`config.mk`:
```
export PLATFORM = sky130hd
export DESIGN_NAME = sca_frame_sender
export DESIGN_NICKNAME = d
export VERILOG_FILES = /design/src/rtl/sca_frame_sender.sv
export SDC_FILE = /design/constraint.sdc
export NUM_CORES = 1
export LEC_CHECK = 0
export ABC_AREA = 0
export BUFFER_PORTS_ARGS = -buffer_cell sky130_fd_sc_hd__buf_2
export CAP_MARGIN = 20
export CORE_MARGIN = 4
export CORE_UTILIZATION = 60
export DETAILED_ROUTE_END_ITERATION = 10
export PLACE_DENSITY = 0.82
export REMOVE_ABC_BUFFERS = 1
export SYNTH_ARGS = -nofsm -noshare
export SYNTH_HDL_FRONTEND = slang
export SYNTH_SLANG_ARGS = --single-unit
```
`constraint.sdc`:
```
create_clock -name M_CLK_OSC -period 3.9 [get_ports M_CLK_OSC]
set_input_delay 0.39 -clock M_CLK_OSC [delete_from_list [all_inputs] [get_ports M_CLK_OSC]]
set_output_delay 0.39 -clock M_CLK_OSC [all_outputs]
set_load 0.01 [all_outputs]
```
`src/rtl/sca_frame_sender.sv`:
```
// ---------------------------------------------------------------------------
// sca_frame_sender
//
// Serialises a parallel frame onto a two-wire link (sca_clk / sca_data) for a
// downstream shift register. That register samples sca_data on the falling
// edge of sca_clk. Bits go out MSB first. Each bit is held for one sca_clk
// period of 2*CLK_DIV M_CLK_OSC cycles: CLK_DIV cycles high, then CLK_DIV low.
//
// Parameters
//   DATA_LEN  frame length in bits (2..1024)
//   CLK_DIV   M_CLK_OSC cycles per sca_clk half-period (2..255)
//
// Ports
//   M_CLK_OSC  in   sole clock, rising-edge
//   reset      in   synchronous active-high reset
//   start      in   transmit request, only looked at while idle
//   frame      in   parallel frame, captured when start is accepted
//   busy       out  high while a frame is in flight
//   done       out  one-cycle pulse when a frame completes
//   sca_data   out  serial data
//   sca_clk    out  serial clock (idles high)
// ---------------------------------------------------------------------------
module sca_frame_sender #(
   parameter int DATA_LEN = 24,
   parameter int CLK_DIV  = 8
) (
   input  logic                M_CLK_OSC,
   input  logic                reset,
   input  logic                start,
   input  logic [DATA_LEN-1:0] frame,
   output logic                busy,
   output logic                done,
   output logic                sca_data,
   output logic                sca_clk
);

   localparam int PH_W = $clog2(CLK_DIV);
   localparam int BC_W = $clog2(DATA_LEN);

   typedef enum logic [1:0] {IDLE, HIGH, LOW, DONE} state_t;

   state_t              state_reg, state_next;
   logic [PH_W-1:0]     phase_reg, phase_next;
   logic [BC_W-1:0]     bit_cnt_reg, bit_cnt_next;
   logic [DATA_LEN-1:0] shift_reg, shift_next;
   logic                phase_last;
   logic                in_flight_next;

   assign phase_last = (phase_reg == PH_W'(CLK_DIV - 1));

   // Next-state logic. The phase counter restarts from zero on every state
   // entry, so each HIGH and each LOW lasts exactly CLK_DIV cycles.
   always_comb begin
      state_next   = state_reg;
      phase_next   = phase_reg + 1'b1;
      bit_cnt_next = bit_cnt_reg;
      shift_next   = shift_reg;
      case (state_reg)
         IDLE: begin
            phase_next = '0;
            if (start) begin
               shift_next   = frame;
               bit_cnt_next = BC_W'(DATA_LEN - 1);
               state_next   = HIGH;
            end
         end
         HIGH: begin
            if (phase_last) begin
               phase_next = '0;
               state_next = LOW;
            end
         end
         LOW: begin
            if (phase_last) begin
               phase_next = '0;
               if (bit_cnt_reg == '0) begin
                  state_next = DONE;
               end else begin
                  // The shift happens on the same edge that sca_clk rises.
                  // So sca_data can only change together with a rising edge.
                  shift_next   = {shift_reg[DATA_LEN-2:0], 1'b0};
                  bit_cnt_next = bit_cnt_reg - 1'b1;
                  state_next   = HIGH;
               end
            end
         end
         DONE: begin
            phase_next = '0;
            state_next = IDLE;
         end
         default: begin
            phase_next = '0;
            state_next = IDLE;
         end
      endcase
   end

   assign in_flight_next = (state_next == HIGH) || (state_next == LOW);

   // The outputs are decoded from the next state and then registered.
   // This keeps the pins glitch-free, and they line up with the state they
   // describe.
   always_ff @(posedge M_CLK_OSC) begin
      if (reset) begin
         state_reg   <= IDLE;
         phase_reg   <= '0;
         bit_cnt_reg <= '0;
         shift_reg   <= '0;
         sca_clk     <= 1'b1;
         sca_data    <= 1'b0;
         busy        <= 1'b0;
         done        <= 1'b0;
      end else begin
         state_reg   <= state_next;
         phase_reg   <= phase_next;
         bit_cnt_reg <= bit_cnt_next;
         shift_reg   <= shift_next;
         sca_clk     <= (state_next != LOW);
         sca_data    <= in_flight_next ? shift_next[DATA_LEN-1] : 1'b0;
         busy        <= in_flight_next;
         done        <= (state_next == DONE);
      end
   end

endmodule

```
---- Yosys cells after proc, flatten, opt, wreduce, memory -nomap -nowiden ----
Index checks and enable logic that the tools add are counted.
W data, S select, Z words.
word-level totals
  flip-flop bits (word level) ............. 38
  input bits .............................. 27
  word-level logic and storage cells ...... 46
  output and inout bits ................... 4
cells by class
  reduce and logical (&&, ||, !) cells .... 8
  muxes and demuxes ....................... 15
  equal/unequal tests ..................... 11
  $add $sub $neg .......................... 2
  bitwise gates (word level) .............. 1
operators by type and width
  operator               count
  $mux W24               3
  $pmux W24 S2           1
  $mux W5                3
  $pmux W5 S2            1
  $eq A2 B2 Y1 const B   4
  $mux W2                4
  $ne A2 B2 Y1 const B   4
  $pmux W2 S4            1
  $pmux W3 S2            1
  $reduce_or A2 Y1       3
  $logic_not A5 Y1       1
  $sub A5 B1 Y5 const B  1
  $eq A2 B1 Y1 const B   2
  $reduce_and A4 Y1      1
  $add A3 B1 Y3 const B  1
  $eq A3 B3 Y1 const B   1
  $mux W3                1
  $logic_not A2 Y1       1
  $reduce_bool A2 Y1     1
  $logic_or A1 B1 Y1     1
  $not A1 Y1             1

---- Longest topological paths before layout ----
Gate-level depths: netlist (run 1).
  depth after elaboration ................. 8
  gate-level depth with buffers ........... 9
  depth with buffers taken out ............ 8

---- Worst setup path before layout (run 1) ----
OpenSTA, ideal clock, no wires.
  path type ............................... register to register
  from .................................... reg bit_cnt_reg[0]
  to ...................................... reg sca_data
  data required time ...................... 3.808 ns
  stages on the path, launching flop included .. 9
  setup time .............................. 0.092 ns
  clock period less this slack ............ 2.101 ns
  arrival ................................. 2.010 ns
  path buffers ............................ 1
  slack ................................... 1.799 ns
  cells stage by stage .................... dfxtp_1 inv_1 ha_1 or4b_4 buf_6 o221ai_1 o2bb2ai_1 ha_1 nor4_1
on the way
  word-level cells in the longest chain between the ends .. 8
  elaborated cells between the ends (all ways) .. 12
  those cells by class .................... 2 x eq/ne; 6 x mux; 1 x bitwise; 3 x reduce/logical
ends and longest elaborated chain
  what                                                 RTL line  source
  start: declaration                                   44        logic [BC_W-1:0] bit_cnt_reg, bit_cnt_next;
  start signal: assignment                             116       bit_cnt_reg <= bit_cnt_next;
  $logic_not A5 Y1 *                                   76        if (bit_cnt_reg == '0) begin
  $mux W2 *                                            76
  $mux W2 *                                            74        if (phase_last) begin
  $pmux W2 S4 *                                        58        case (state_reg)
  net state_next[1]                                    42        state_t state_reg, state_next;
  $eq A2 B1 Y1 / $eq A2 B2 Y1 (equally long branches)  98        assign in_flight_next = (state_next == HIGH) || (state_next == LOW);
  $logic_or A1 B1 Y1 *                                 98
  $not A1 Y1 (no line) *                               -
  $reduce_or A2 Y1 (no line) *                         -
  end signal: assignment                               119       sca_data <= in_flight_next ? shift_next[DATA_LEN-1] : 1'b0;
  end: declaration                                     33        output logic sca_data,
Mark *: on every way through the listed nets, which the timed path passes. The rest lies on a longest branch. The select of a mux whose other input is x is not followed.
A chain may end at the register's enable or synchronous reset.

---- Worst setup path after layout (run 1) ----
  from .................................... reg bit_cnt_reg[0]
  to ...................................... reg shift_reg[13]
on the way
  word-level cells in the longest chain between the ends .. 3
ends and longest elaborated chain
  what                         RTL line  source
  $logic_not A5 Y1             76
  $ne A2 B2 Y1 (no line)       -
  $reduce_and A4 Y1 (no line)  -
  end signal: assignment       117       shift_reg <= shift_next;
  end: declaration             45        logic [DATA_LEN-1:0] shift_reg, shift_next;
No other way between the ends.

==> results.py, run 1 <==
metrics = {
    "cts": {
        "holdBufCountCts": 0,
        "cts_tree": "done",
        "clk_path_buf_depth": 2,
        "post_cts_buffers": 0,
        "clock_sinks": 38,
        "cts_made_buffers": 5,
        "cts_root_buf": "clkbuf_4",
        "worstSkewPairLatency_ns": 0.36,
        "cts_max_level": 2,
        "ctsResizeCount": 0,
        "clk_pin_slew_ns": 0.12,
    },
    "flow_run": {
        "maxCapViolations": 0,
    },
    "global_routing": {
        "grtUsageMet2_pct": 34.36,
        "grt.busiest_layer": "met2",
        "met3_usage_pct": 6.586,
        "grt_pass1_vias": 1530,
        "antenna_found_initial": 0,
        "grt_max_degree": 37,
        "met1_usage_pct": 26.16,
        "grt_pass1_wl_um": 6900,
        "track_usage_pct": 21.13,
        "grt-ovfl-total": 0,
    },
    "yosys": {
        "synth_area_leaders": "dfxtp_1 39%, a221oi_2 16%, ha_1 5.8%, nor3_1 5.7%, nor2_1 5.4%",
        "synth_ff_type": "dfxtp_1",
        "synth-seq-cells": 38,
        "yosysWarnings": 0,
        "async_flop_share_pct": 0,
        "syn_area_um2": 1933,
        "synth_top_area_share_pct": 39.35,
        "synth_edf_count": 0,
        "syn_inst": 195,
        "yosys.area.top_type": "dfxtp_1",
        "ys_seq_area_share_pct": 39.35,
        "syn_avg_cell_area_um2": 9.913,
        "synth_cell_types": 41,
    },
    "finish": {
        "drive_gt1_share_pct": 31.65,
        "syn_to_final_growth_pct": 11.33,
        "fin_nets": 253,
        "seq_area_um2": 760.7,
        "antennaDiodeCount": 0,
        "finalCoreUtilization_pct": 69.92,
        "multi_input_area_um2": 1037,
        "largest_register_ffs": 24,
        "nFillCells": 244,
    },
    "pwr": {
        "power-per-cell-area_nw_per_um2": 468.2,
        "ir_drop_mv": 0.3383,
        "p_leak_nw": 0.9182,
        "total_power_mw": 1.008,
    },
    "sta": {
        "clock_skew_ns": 0.007643,
        "fin_crit_sh_pct": 61.07,
        "maxSlewViolCount": 0,
        "holdWs_ns": 0.2994,
        "finalHoldViolCount": 0,
        "tns_ns": 0,
        "tightest_slew_ns": 0.9368,
        "max_freq_mhz": 419.9,
        "max_slew_margin_pct": 37.24,
        "grt_setup_unrepaired": "false",
        "fin_ws_ns": 1.518,
        "min_period_ns": 2.382,
        "setup_violations": 0,
    },
    "floorplan": {
        "core_area_um2": 3078,
        "start_util_pct": 62.80,
        "io_pins": 31,
        "dieWidth_um": 64.76,
        "rows": 20,
        "die_height_um": 64.76,
        "dieArea_um2": 4194,
    },
    "place": {
        "post-place-ws_ns": 1.570,
        "dp_hpwl_um": 2696,
        "portBuffers": 30,
        "place_congestion": 0.7743,
    },
    "worst_hold_path": {
        "hp-start": "frame[0]",
        "holdPathEnd": "shift_reg[0]",
        "min_path_cells": 3,
        "holdCritPathClass": "input pin to register",
    },
    "routing": {
        "wl_per_cell_um": 15.31,
        "dr.pass1.iters": 4,
        "drc": 0,
        "drt_iter0_drc": 94,
        "viasPerCell": 6.065,
        "ant_nets": 0,
        "routed_wl_um": 4010,
        "routed-via-count": 1589,
    },
    "setup_path": {
        "reg2reg_slack_ns": 1.52,
        "critical_path_class": "register to register",
        "crit_fanout": 24,
        "endpoint_kind": "register",
        "reg2reg_to": "shift_reg[13]",
        "r2r_start": "bit_cnt_reg[0]",
        "required_ns": 4.19,
        "rr_worst_depth": 6,
        "critPathArrivalTime_ns": 2.67,
        "cp-start-kind": "register",
    },
    "outcome": {
        "status": "complete, no violations",
    },
}
## kinds of logic after synthesis
family	count (synthesis)	synth area share, %
muxes	2	1.100
and+or+nand+nor	75	20.00
AOI/OAI and AO/OA	47	26.73
adders and majority gates	9	5.825
buffers and inverters	24	6.990
DFF	38	39.35
## synthesized netlist by cell type (2+ instances only)
cell	count
buf_2	6
a221oi_2	20
and2_1	3
ha_1	9
nand2_1	5
nor2b_1	3
a211oi_1	2
dfxtp_1	38
a21oi_1	4
nor3_2	2
a221oi_1	3
inv_1	8
buf_6	5
clkbuf_1	5
nor2_1	28
o21ai_0	4
nor3_1	22
nand4_1	2
nand2b_1	3
o2bb2ai_1	2
## layout by cell type (no fill, tap or decap), types with 3 or more instances in the layout
cell,instances
buf_2,30
inv_1,8
nor2b_1,3
dfxtp_1,38
a221oi_2,20
nor2_1,28
and2_1,3
nand2_1,5
clkbuf_4,5
o21ai_0,4
ha_1,9
a21oi_1,4
nand2b_1,3
nor3_1,22
a221oi_1,3
## how the worst max path moves through the flow
stage,slack (ns),end,cells past startpoint,from
2_1_floorplan,1.50,sca_data,6,state_reg[1]
3_3_place_gp,1.68,shift_reg[13],6,bit_cnt_reg[0]
3_5_place_dp,1.57,shift_reg[13],6,bit_cnt_reg[0]
4_1_cts,1.55,sca_data,6,state_reg[1]
5_1_grt,1.34,sca_data,6,state_reg[1]
6_report,1.52,shift_reg[13],6,bit_cnt_reg[0]
## layer usage
layer | vias to the layer above | routed length (um)
met3 | 6 | 214
met4 | 0 | 58
met1 | 761 | 1780
met5 | - | 0
li1 | 770 | -
met2 | 52 | 1956
## per-stage QoR
stage	cells	instance area, um2
floorplan	179	1828
global route	262	2152
global placement	254	2041
finish	262	2152
CTS	262	2152
detailed placement	254	2041
## critical path: stages (launching register included)
cell and delay [ns]:
dfxtp_1 0.35, inv_1 0.09, ha_1 0.21, or4b_4 0.56, o211ai_4 0.77, a221oi_1 0.11
nor3_1 0.21
## where the power goes
group | total, mW | internal (mW) | switching [mW]
Combinational | 0.201 | 0.0840 | 0.117
Sequential | 0.453 | 0.426 | 0.0272
Clock | 0.353 | 0.217 | 0.136
Total | 1.01 | 0.727 | 0.281
## cell type report
cell class                 count  share of cell area, %
clock buffer                   6                  2.384
clock inverter                 2                  2.791
inverter                       8                  1.395
multi-input combinational    133                  48.20
sequential                    38                  35.35
tap                           44                  2.558
timing repair buffer          31                  7.326
(Power assumes the default switching activity.)
==> run 2, diff against run 1 <==
CORE_UTILIZATION = 55   (was 60)
PLACE_DENSITY = 0.76   (was 0.82)
clock period = 2.3 ns   (was 3.9 ns; I/O delays follow)
==> run 2 against run 1 <==
  * Sequential share of layout area grew 0.14 points
  * Hold slack lost 0.13 ns
  * Global-route usage shrank 2.2 points
  * Sequential power grew 69%
  * Utilization shrank 6.2 points
  * First-iteration DRC count shrank 19%
  * Combinational power grew 75%
  * Setup slack lost 1.4 ns
  * Clock power grew 2%
  * Final cell count grew 1.5%
  * Critical path depth grew 1
  * Largest cell class unchanged
==> results.py, run 2 (synthesis results as in run 1) <==
metrics = {
    "sta": {
        "fin_crit_sh_pct": 93.78,
        "max_freq_mhz": 463.6,
        "tns_ns": 0,
        "setup_violations": 0,
        "finalHoldViolCount": 0,
        "tightest_slew_ns": 0.7384,
        "max_slew_margin_pct": 50.67,
        "maxSlewViolCount": 0,
        "clock_skew_ns": 0.01123,
        "holdWs_ns": 0.1684,
        "fin_ws_ns": 0.1431,
        "min_period_ns": 2.157,
    },
    "setup_path": {
        "r2r_start": "bit_cnt_reg[0]",
        "endpoint_kind": "register",
        "critical_path_class": "register to register",
        "rr_worst_depth": 7,
        "crit_fanout": 11,
        "reg2reg_to": "sca_data",
        "reg2reg_slack_ns": 0.14,
        "critPathArrivalTime_ns": 2.41,
        "cp-start-kind": "register",
        "required_ns": 2.55,
    },
    "floorplan": {
        "die_height_um": 67.29,
        "io_pins": 31,
        "core_area_um2": 3363,
        "dieWidth_um": 67.29,
        "dieArea_um2": 4527,
        "start_util_pct": 57.48,
        "rows": 21,
    },
    "cts": {
        "cts_root_buf": "clkbuf_4",
        "cts_made_buffers": 5,
        "cts_max_level": 2,
        "clock_sinks": 38,
        "clk_pin_slew_ns": 0.11,
        "cts_tree": "done",
        "worstSkewPairLatency_ns": 0.34,
        "clk_path_buf_depth": 2,
    },
    "routing": {
        "wl_per_cell_um": 14.56,
        "routed-via-count": 1544,
        "viasPerCell": 5.805,
        "dr.pass1.iters": 4,
        "drc": 0,
        "routed_wl_um": 3874,
        "drt_iter0_drc": 76,
        "ant_nets": 0,
    },
    "global_routing": {
        "grt_pass1_vias": 1482,
        "antenna_found_initial": 0,
        "track_usage_pct": 18.97,
        "grt_pass1_wl_um": 6423,
        "grt_max_degree": 37,
        "grt-ovfl-total": 0,
    },
    "finish": {
        "antennaDiodeCount": 0,
        "drive_gt1_share_pct": 33.18,
        "fin_nets": 255,
        "syn_to_final_growth_pct": 10.87,
        "layout_commonest_cell": "dfxtp_1",
        "mostFrequentLayoutCells": "38 x dfxtp_1, 30 x buf_2, 28 x nor2_1",
        "largest_register_ffs": 24,
    },
    "place": {
        "dp_hpwl_um": 2618,
        "post-place-ws_ns": 0.1085,
        "place_congestion": 0.8652,
        "portBuffers": 30,
    },
    "worst_hold_path": {
        "min_path_cells": 3,
        "holdCritPathClass": "input pin to register",
        "hp-start": "frame[0]",
        "holdPathEnd": "shift_reg[0]",
    },
    "flow_run": {
        "maxCapViolations": 0,
    },
    "pwr": {
        "p_leak_nw": 0.9082,
        "power-per-cell-area_nw_per_um2": 689.5,
        "ir_drop_mv": 0.4383,
    },
    "outcome": {
        "status": "complete, no violations",
    },
}
[run 2: worst max-delay path, stage by stage (launching register included)]
cell	delay, ns
dfxtp_1	0.34
inv_1	0.09
ha_1	0.20
or4b_4	0.56
o221ai_2	0.20
o2bb2ai_2	0.15
ha_1	0.27
nor4_1	0.25
[run 2: metal layers]
| layer | wire, um | up-vias | track usage, % | share of wire [%] |
|---|---|---|---|---|
| met1 | 1712 | 736 | 23.01 | 44 |
| met5 | 0 | - | 0 | 0 |
| li1 | - | 774 | - | - |
| met3 | 169 | 6 | 5.990 | 4.4 |
| met2 | 1936 | 28 | 30.06 | 50 |
| met4 | 55 | 0 | 9.620 | 1.4 |
[run 2: what timing repair did]
item | in CTS | in global routing
setup endpoints to repair | 0 | 12
setup buffers | 0 | 1
hold buffers | 0 | 0
gates resized for setup | 0 | 3
[run 2: worst max-delay path by stage]
stage | from | to | slack [ns] | cells after the start
CTS | bit_cnt_reg[0] | sca_data | 0.07 | 7
detailed placement | bit_cnt_reg[0] | sca_data | 0.11 | 7
global placement | bit_cnt_reg[0] | sca_data | 0.21 | 7
floorplan | state_reg[1] | sca_data | -0.1 | 6
global route | bit_cnt_reg[0] | sca_data | -0.007 | 7
finish | bit_cnt_reg[0] | sca_data | 0.14 | 7
[run 2: power breakdown]
| group | leakage (nW) | total, mW | internal, mW | switching [mW] |
|---|---|---|---|---|
| Combinational | 0.560 | 0.352 | 0.152 | 0.200 |
| Sequential | 0.313 | 0.766 | 0.722 | 0.0438 |
| Clock | 0.0353 | 0.360 | 0.148 | 0.212 |
| Total | 0.908 | 1.48 | 1.02 | 0.456 |
[run 2: stage by stage]
step           area, um2  power (mW)  instances  util (%)
6_report            2143       1.478        266     63.73
4_1_cts             2123       1.486        265     63.13
3_5_place_dp        2063       1.127        257     61.35
2_1_floorplan       1828       1.017        179         -
3_3_place_gp        2063       1.106        257     61.35
5_1_grt             2143       1.578        266     63.73
[run 2: area by class of cell]
type	count	area (um2)
well taps	46	57.56
clock inverters	1	5.005
repair buffers	33	185.2
fillers	310	1220
inverters	8	30.03
flip-flops and latches	38	760.7
clock buffers	7	55.05
multi-input cells	133	1050
==> run 3, diff against run 2 <==
CELL_PAD_IN_SITES_DETAIL_PLACEMENT = 2   (was default)
CELL_PAD_IN_SITES_GLOBAL_PLACEMENT = 2   (was default)
CORE_UTILIZATION = 35   (was 55)
PLACE_DENSITY = 0.75   (was 0.76)
==> run 3 against run 2 <==
  * Hold slack better by 0.071 ns
  * Register-to-register slack got worse by 0.09 ns
  * Total power is 8.0% higher
  * Clock power grew 22%
  * Via count rose by 7.4%
  * Highest routed layer unchanged
==> results.py, run 3 (synthesis results as in run 1) <==
metrics = {
    "sta": {
        "max_freq_mhz": 445.1,
        "finalHoldViolCount": 0,
        "setup_violations": 0,
        "tns_ns": 0,
        "clock_skew_ns": 0.003474,
        "grt_setup_unrepaired": "true",
        "tightest_slew_ns": 0.7759,
        "fin_crit_sh_pct": 97.68,
        "min_period_ns": 2.247,
        "max_slew_margin_pct": 48.04,
        "fin_ws_ns": 0.05341,
        "maxSlewViolCount": 0,
    },
    "routing": {
        "wl_per_cell_um": 19.03,
        "viasPerCell": 5.643,
        "ant_nets": 0,
        "drc": 0,
        "drt_iter0_drc": 59,
        "routed-via-count": 1659,
        "dr.pass1.iters": 4,
        "routed_wl_um": 5595,
    },
    "pwr": {
        "power-per-cell-area_nw_per_um2": 718.6,
        "power_frac_seq_pct": 48.2,
        "ir_drop_mv": 0.2732,
        "power.switching_uw": 504.4,
        "pwr-share-clk_pct": 27.4,
        "sw_frac_of_total_pct": 31.59,
        "p_leak_nw": 0.9362,
        "power.internal_mw": 1.092,
        "combPwrFrac_pct": 24.4,
    },
    "finish": {
        "layout_commonest_cell": "dfxtp_1",
        "fin_area_um2": 2222,
        "largest_register_ffs": 24,
        "mostFrequentLayoutCells": "38 x dfxtp_1, 30 x buf_2, 28 x nor2_1",
        "syn_to_final_growth_pct": 14.95,
        "fin_nets": 260,
        "drive_gt1_share_pct": 33.04,
        "antennaDiodeCount": 0,
    },
    "cts": {
        "clk_pin_slew_ns": 0.07,
        "worstSkewPairLatency_ns": 0.29,
        "clk_path_buf_depth": 2,
        "clock_sinks": 38,
        "cts_made_buffers": 5,
        "cts_max_level": 2,
        "cts_tree": "done",
        "cts_root_buf": "clkbuf_8",
    },
    "setup_path": {
        "cp-start-kind": "register",
        "critPathLaunch": "bit_cnt_reg[0]",
        "rr_worst_depth": 7,
        "critPathArrivalTime_ns": 2.45,
        "critical_path_class": "register to register",
        "reg2reg_to": "sca_data",
        "r2r_start": "bit_cnt_reg[0]",
        "endpoint_kind": "register",
        "reg2reg_slack_ns": 0.05,
        "crit_fanout": 5,
        "required_ns": 2.50,
    },
    "floorplan": {
        "io_pins": 31,
        "dieArea_um2": 6776,
        "core_area_um2": 5238,
        "start_util_pct": 36.91,
        "rows": 26,
        "dieWidth_um": 82.32,
        "die_height_um": 82.32,
    },
    "place": {
        "place_congestion": 0.7814,
        "placed_area_um2": 2123,
        "dp_hpwl_um": 3854,
        "post-place-ws_ns": 0.002301,
        "portBuffers": 30,
    },
    "worst_hold_path": {
        "holdPathEnd": "shift_reg[0]",
        "hp-start": "frame[0]",
        "min_path_cells": 3,
        "holdCritPathClass": "input pin to register",
    },
    "global_routing": {
        "grt_pass1_wl_um": 9121,
        "grt_max_degree": 26,
        "track_usage_pct": 17.90,
        "grt_pass1_vias": 1839,
        "antenna_found_initial": 0,
        "grt-ovfl-total": 0,
    },
    "flow_run": {
        "maxCapViolations": 0,
    },
    "outcome": {
        "status": "complete, no violations",
    },
}
[run 3: stage by stage]
| stage | util, % | hold slack (ns) | power, mW | instances |
|---|---|---|---|---|
| 2_1_floorplan | - | 0.2967 | 1.017 | 179 |
| 3_3_place_gp | 40.54 | 0.4075 | 1.124 | 285 |
| 3_5_place_dp | 40.54 | 0.4162 | 1.164 | 285 |
| 4_1_cts | 42.14 | 0.2041 | 1.612 | 293 |
| 5_1_grt | 42.43 | 0.2329 | 1.692 | 294 |
| 6_report | 42.43 | 0.2394 | 1.597 | 294 |
[run 3: what timing repair did]
action                     4_1_cts  5_1_grt
gates resized for setup          0        2
setup endpoints to repair        1        9
hold buffers                     0        0
setup buffers                    1        0
cloned                           0        1
pin swaps                        0        1
[run 3: worst max-delay path, cell delays in order, from the launching register on]
cell and delay, ns:
dfxtp_1 0.33, inv_1 0.10, ha_1 0.22, or4b_4 0.53
o221ai_1 0.19, o2bb2ai_1 0.19, ha_1 0.31, nor4_2 0.28
[run 3: how the worst max path moves through the flow]
| stage | end | slack, ns | cells after the start |
|---|---|---|---|
| finish | sca_data | 0.05 | 7 |
| global route | shift_reg[14] | -0.08 | 6 |
| CTS | sca_data | 0.03 | 7 |
| detailed placement | sca_data | 0.002 | 7 |
| global placement | sca_data | 0.20 | 7 |
| floorplan | sca_data | -0.1 | 6 |
[run 3: power by group through the flow]
stage / clock network, mW / logic (mW) / registers (mW)
6_report: 0.438 / 0.389 / 0.769
5_1_grt: 0.479 / 0.436 / 0.777
4_1_cts: 0.453 / 0.389 / 0.770
3_5_place_dp: 0 / 0.380 / 0.784
3_3_place_gp: 0 / 0.348 / 0.776
2_1_floorplan: 0 / 0.244 / 0.773
[run 3: area by class of cell]
class / count / area, um2
Clock buffer: 7 / 76.32
Fill cell: 580 / 3015
Inverter: 8 / 30.03
Multi-Input combinational cell: 134 / 1052
Sequential cell: 38 / 760.7
Tap cell: 70 / 87.58
Timing Repair Buffer: 37 / 215.2
[run 3: routing by layer]
layer	part of all wire [%]	vias to the layer above	track usage (%)
met2	53	26	32.93
met5	0	-	0
met3	3.1	6	3.579
li1	-	781	-
met4	1.3	0	5.482
met1	43	846	20.59
